## src/rtl/student_fir_quant_if.sv

```systemverilog
// Output sample stream of the FIR quantiser.
// Valid/ready handshake, first-word-fall-through head.
interface student_fir_quant_if #(
    parameter int DATA_SIZE = 16
);
    logic [DATA_SIZE-1:0] sample_out;
    logic                 valid_out;
    logic                 ready_in;

    modport master (
        output sample_out,
        output valid_out,
        input  ready_in
    );

    modport slave (
        input  sample_out,
        input  valid_out,
        output ready_in
    );
endinterface

```

## src/rtl/student_fir_quant.sv

```systemverilog
// FIR output stage: capture, round, shift, saturate,
// then buffer in a small FWFT FIFO with status reporting.
module student_fir_quant #(
    parameter int DATA_SIZE  = 16,
    parameter int ACC_WIDTH  = 32,
    parameter int SHIFT      = 15,
    parameter int FIFO_DEPTH = 4
) (
    input  logic                        clk_i,
    input  logic                        rst_ni,
    input  logic                        valid_strobe_in,
    input  logic [ACC_WIDTH-1:0]        y_in,
    student_fir_quant_if.master         out_if,
    input  logic                        clear_i,
    output logic                        overflow_o,
    output logic [15:0]                 sat_count_o,
    output logic [$clog2(FIFO_DEPTH):0] level_o
);
    localparam int AW = $clog2(FIFO_DEPTH);
    localparam int LW = AW + 1;
    localparam int RS = (SHIFT > 0) ? SHIFT - 1 : 0;
    localparam logic [ACC_WIDTH:0] RND =
        (SHIFT > 0) ? ((ACC_WIDTH+1)'(1) << RS) : '0;

    logic                 strobe_prev;
    logic                 start;
    logic [ACC_WIDTH-1:0] acc_q;
    logic                 s1_valid;

    logic signed [ACC_WIDTH:0] t_s;
    logic signed [ACC_WIDTH:0] q_s;
    logic                      in_range;
    logic                      sat;
    logic [DATA_SIZE-1:0]      result;

    logic [DATA_SIZE-1:0] mem [FIFO_DEPTH];
    logic [AW-1:0]        wr_ptr;
    logic [AW-1:0]        rd_ptr;
    logic [LW-1:0]        level_q;
    logic                 full;
    logic                 pop;
    logic                 push;
    logic                 drop;

    assign start = valid_strobe_in && !strobe_prev;

    always_ff @(posedge clk_i) begin
        if (!rst_ni) begin
            strobe_prev <= 1'b0;
            s1_valid    <= 1'b0;
            acc_q       <= '0;
        end else begin
            strobe_prev <= valid_strobe_in;
            s1_valid    <= start;
            if (start) begin
                acc_q <= y_in;
            end
        end
    end

    // One guard bit keeps the rounding add from wrapping at the top.
    always_comb begin
        t_s      = $signed({acc_q[ACC_WIDTH-1], acc_q} + RND);
        q_s      = t_s >>> SHIFT;
        in_range = (&q_s[ACC_WIDTH:DATA_SIZE-1])
                 | (~|q_s[ACC_WIDTH:DATA_SIZE-1]);
        sat      = !in_range;
        result   = q_s[DATA_SIZE-1:0];
        if (!in_range) begin
            result = q_s[ACC_WIDTH]
                   ? {1'b1, {(DATA_SIZE-1){1'b0}}}
                   : {1'b0, {(DATA_SIZE-1){1'b1}}};
        end
    end

    assign full = (level_q == LW'(FIFO_DEPTH));
    assign pop  = out_if.valid_out && out_if.ready_in;
    assign push = s1_valid && (!full || pop);
    assign drop = s1_valid && full && !pop;

    always_ff @(posedge clk_i) begin
        if (!rst_ni) begin
            wr_ptr  <= '0;
            rd_ptr  <= '0;
            level_q <= '0;
            for (int i = 0; i < FIFO_DEPTH; i++) begin
                mem[i] <= '0;
            end
        end else begin
            if (push) begin
                mem[wr_ptr] <= result;
                wr_ptr      <= wr_ptr + 1'b1;
            end
            if (pop) begin
                rd_ptr <= rd_ptr + 1'b1;
            end
            level_q <= level_q + LW'(push) - LW'(pop);
        end
    end

    always_ff @(posedge clk_i) begin
        if (!rst_ni) begin
            overflow_o  <= 1'b0;
            sat_count_o <= '0;
        end else if (clear_i) begin
            overflow_o  <= 1'b0;
            sat_count_o <= '0;
        end else begin
            if (drop) begin
                overflow_o <= 1'b1;
            end
            if (s1_valid && sat && sat_count_o != 16'hFFFF) begin
                sat_count_o <= sat_count_o + 16'd1;
            end
        end
    end

    assign out_if.sample_out = mem[rd_ptr];
    assign out_if.valid_out  = (level_q != '0);
    assign level_o           = level_q;
endmodule

```

## src/flat_wrapper.sv

```systemverilog
// flat-port wrapper written by rule: the top's interface ports become plain ports
module student_fir_quant_flat 
#(
    parameter int DATA_SIZE  = 16,
    parameter int ACC_WIDTH  = 32,
    parameter int SHIFT      = 15,
    parameter int FIFO_DEPTH = 4
)
  (clk_i, rst_ni, valid_strobe_in, y_in, clear_i, overflow_o, sat_count_o, level_o, out_if_sample_out, out_if_valid_out, out_if_ready_in);
  student_fir_quant_if #(.DATA_SIZE(DATA_SIZE)) out_if_i ();
  input  logic clk_i;
  input  logic rst_ni;
  input  logic valid_strobe_in;
  input  logic [ACC_WIDTH-1:0] y_in;
  input  logic clear_i;
  output logic overflow_o;
  output logic [15:0] sat_count_o;
  output logic [$clog2(FIFO_DEPTH):0] level_o;
  output wire logic [$bits(out_if_i.sample_out)-1:0] out_if_sample_out;
  output wire logic [$bits(out_if_i.valid_out)-1:0] out_if_valid_out;
  input wire logic [$bits(out_if_i.ready_in)-1:0] out_if_ready_in;
  assign out_if_sample_out = out_if_i.sample_out;
  assign out_if_valid_out = out_if_i.valid_out;
  assign out_if_i.ready_in = out_if_ready_in;
  student_fir_quant #(.DATA_SIZE(DATA_SIZE), .ACC_WIDTH(ACC_WIDTH), .SHIFT(SHIFT), .FIFO_DEPTH(FIFO_DEPTH)) u_core (.clk_i(clk_i), .rst_ni(rst_ni), .valid_strobe_in(valid_strobe_in), .y_in(y_in), .out_if(out_if_i), .clear_i(clear_i), .overflow_o(overflow_o), .sat_count_o(sat_count_o), .level_o(level_o));
endmodule
```

## config.mk

```make
export PLATFORM = sky130hd
export DESIGN_NAME = student_fir_quant_flat
export DESIGN_NICKNAME = d
export VERILOG_FILES = /design/src/rtl/student_fir_quant_if.sv /design/src/rtl/student_fir_quant.sv /design/src/flat_wrapper.sv
export SDC_FILE = /design/constraint.sdc
export NUM_CORES = 1
export LEC_CHECK = 0
export CAP_MARGIN = 20
export CORE_MARGIN = 5
export CORE_UTILIZATION = 28
export DETAILED_ROUTE_END_ITERATION = 7
export DONT_BUFFER_PORTS = 1
export HOLD_SLACK_MARGIN = 0.03
export SKIP_LAST_GASP = 1
export SLEW_MARGIN = 20
export SYNTH_ARGS = -nofsm -noshare
export SYNTH_HDL_FRONTEND = slang
export SYNTH_SLANG_ARGS = --single-unit
```

## constraint.sdc

```tcl
create_clock -name clk_i -period 3.45 [get_ports clk_i]
set_clock_uncertainty 0.1 [all_clocks]
set_input_delay 0.5175 -clock clk_i [delete_from_list [all_inputs] [get_ports clk_i]]
set_output_delay 0.5175 -clock clk_i [all_outputs]
set_load 0.005 [all_outputs]
```

==> impl_metrics.toml <==
[run_status]
outcome = "finished clean"

[sta]
final.setup.tns_ns = 0
slew_viol_final = 0
maxClockFrequency_ghz = 0.3543
fin_crit_sh_pct = 81.82
rsz0062_at_grt = "false"
setup_viol_count_final = 0
tightest_slew_ns = 0.9900
post-route-worst-setup-slack_ns = 0.6272
layout_min_cycle_time_ns = 2.823
slew_headroom_pct = 33.99
hold_viol_final = 0

[clock_tree]
ctsLongestPathBuffers = 2
clk_root_buffer_cell = "clkbuf_16"
cts_made_buffers = 9
ctsHoldBuffers = 0
worst_skew_pair.late_latency_ns = 0.36
cts_post_setup_buffers_inserted = 0
htree_levels = 3
cts.sink_count = 110
cts-resized-gates = 0
clock_tree_from_tritoncts = "done"
clkSlewWorstSetupHoldPaths_ns = 0.08

[route]
total_routed_wirelength_mm = 12.04
viasPerCell = 5.085
first_iter_violations = 279
first_pass_iters = 5
wl_per_cell_um = 16.81
vias = 3641
number_of_drc_violations_after_detailed_routing = 0
drtAntennaViolNets = 0

[placed_design]
routabilityCongestion = 0.8128
placed_cells = 700
dp_hpwl_mm = 8.406
dp_worst_setup_slack_ns = 0.5727
port_buffers = 0

[grt]
vias_in_the_first_global_route = 3644
wire_length_of_the_first_global_routing_pass_mm = 19.67
antenna_violations_before_repair = 0
global_route.overflow_total = 0
grtUsageTotal_pct = 11.60
maximum_number_of_pins_on_one_net_before_global_route_repair = 37

[synthesis]
post-synth-top-area-fraction_pct = 36.81
synthTopCellsByCount = "edfxtp_1, nand2_1, nor2_1"
synth_cell_type_count = 49
yosys_register_bits = 110
yosys.cell_count.top_type = "edfxtp_1"
avgSynthCellArea_um2 = 10.77
yosysWarnings = 0
post_synth_inst_count = 485
dominantRegCellSynth = "edfxtp_1"
mappedNetlistNets = 527
post_synth_instance_area_um2 = 5221
synth_enable_flop_cells = 64
synthArstFlopShare_pct = 0
sequential_cell_area_fraction_in_the_yosys_report_pct = 54.45
synth.largest_area_cell = "edfxtp_1"
top_area_cells_in_the_synthesized_netlist = "edfxtp_1, dfxtp_1, mux4_2"

[worst_setup_path]
worstPathBufferInverterCount = 0
endpoint_kind = "flop"
worstReg2RegStart = "u_core.acc_q[14]$_SDFFE_PN0P_"
cp_cell_sequence = "ha_1 -> nand4_1 -> nor4_2 -> xor2_1 -> o21ai_0 -> nor2b_1 -> nor2_1"
critical_path_class = "flop to flop"
start_kind = "flop"
critPathArrivalTime_ns = 2.82
r2r_slack_ns = 0.63
timing.critical_path.max_delay_family = "simple AND/OR/NAND/NOR gates"
slowest_delay_ns = 0.50
timing.critical_path.required_ns = 3.45
slowest_stage = "nor4_2"
launching_instance_or_port_of_the_critical_path = "u_core.acc_q[14]$_SDFFE_PN0P_"
crit_fanout = 7

[hold_path]
hold_path.class = "primary input to flop"
hold_path_startpoint = "rst_ni"

[cells_and_area]
final_cell_count_without_fillers = 716
area.growth.synth_to_final_pct = 10.78
share_of_final_layout_standard_cells_stronger_than_drive_strength_1_pct = 11.20
post_layout_net_count = 519
diodes = 0
fill_cells = 1908

[die]
core_ar_um2 = 18520
fp.dieArea_um2 = 21480
std_cell_rows = 50
start_util_pct = 28.20
die-width_um = 146.6
boundaryPins = 74
floorplan.die.height_um = 146.6

[pwr]
total_power_uw = 3085
leakagePower_uw = 0.001879
vdd_ir_drop_max_v = 0.0001964
power_per_cell_area_nw_per_um2 = 533.3

[run]
maxcap_violations = 0
## path summary, 6_finish.rpt
check,end,cells past startpoint
hold / removal,u_core.level_o[2]$_SDFF_PN0_,1
setup reg to reg,u_core.mem[2][0]$_SDFFCE_PN0P_,7
hold reg to reg,u_core.s1_valid$_SDFF_PN0_,1
setup / recovery,u_core.mem[2][0]$_SDFFCE_PN0P_,7
## report_power, final
group          internal [uW]  total (uW)  switching [uW]
sequential              1470        1540            72.7
combinational            227         488             261
clock                    519        1060             537
total                   2210        3080             870
## stage by stage
step                hold slack (ns)  instance area, um2  utilization [%]
global route                 0.1780                5784            31.24
CTS                          0.1670                5782            31.22
finish                       0.1814                5784            31.24
global placement             0.3270                5474            29.56
floorplan                    0.3059                5221                -
detailed placement           0.3339                5474            29.56
## metal layers
layer | global-route usage [%] | wire length [um] | up-vias
met5 | 0 | 0 | -
met4 | 3.998 | 150 | 0
met3 | 2.793 | 574 | 9
met2 | 18.78 | 5739 | 85
met1 | 15.25 | 5572 | 1791
li1 | - | - | 1756
## state kept, by name, summed over array words and instances, names as in the netlist, named ones only
| signal | count |
|---|---|
| u_core.level_o | 3 |
| u_core.sat_count_o | 16 |
| u_core.strobe_prev | 1 |
| u_core.wr_ptr | 2 |
| u_core.overflow_o | 1 |
| u_core.s1_valid | 1 |
| u_core.rd_ptr | 2 |
| u_core.acc_q | 18 |
| u_core.mem | 64 |
## cell families after synthesis
group,Yosys count,synth area share (%)
AND/OR/NAND/NOR,213,20.82
flip-flops,110,54.45
AO/OA/AOI/OAI,89,10.76
buffers and inverters,33,2.540
XOR/XNOR,19,3.187
multiplexers,16,6.902
adder cells (fa/ha/maj),5,1.342
## placed cells by master, fill, tap and decap left out, types with 4 or more instances in the layout
master / count
and2_1: 12
inv_1: 9
a31oi_1: 9
xnor2_1: 17
nor3_1: 10
nand2b_1: 6
mux4_2: 16
buf_4: 5
dfxtp_1: 46
or3_1: 12
edfxtp_1: 64
clkbuf_16: 9
nand4_1: 12
and3_1: 6
o21ai_0: 16
a21oi_1: 25
nor2b_1: 10
nand3_1: 17
nand2_1: 57
a21boi_0: 19
ha_1: 4
nor2_1: 52
## layout make-up
| cell class | count | area [um2] | share of cell area, % |
|---|---|---|---|
| Clock buffer | 9 | 225.2 | 3.894 |
| Clock inverter | 7 | 82.58 | 1.428 |
| Tap cell | 234 | 292.8 | 5.062 |
| Sequential cell | 110 | 2843 | 49.15 |
| Inverter | 9 | 33.78 | 0.5840 |
| Multi-Input combinational cell | 342 | 2270 | 39.24 |
| Timing Repair Buffer | 5 | 37.54 | 0.6489 |
No activity file was read; power rests on OpenSTA's default activity.
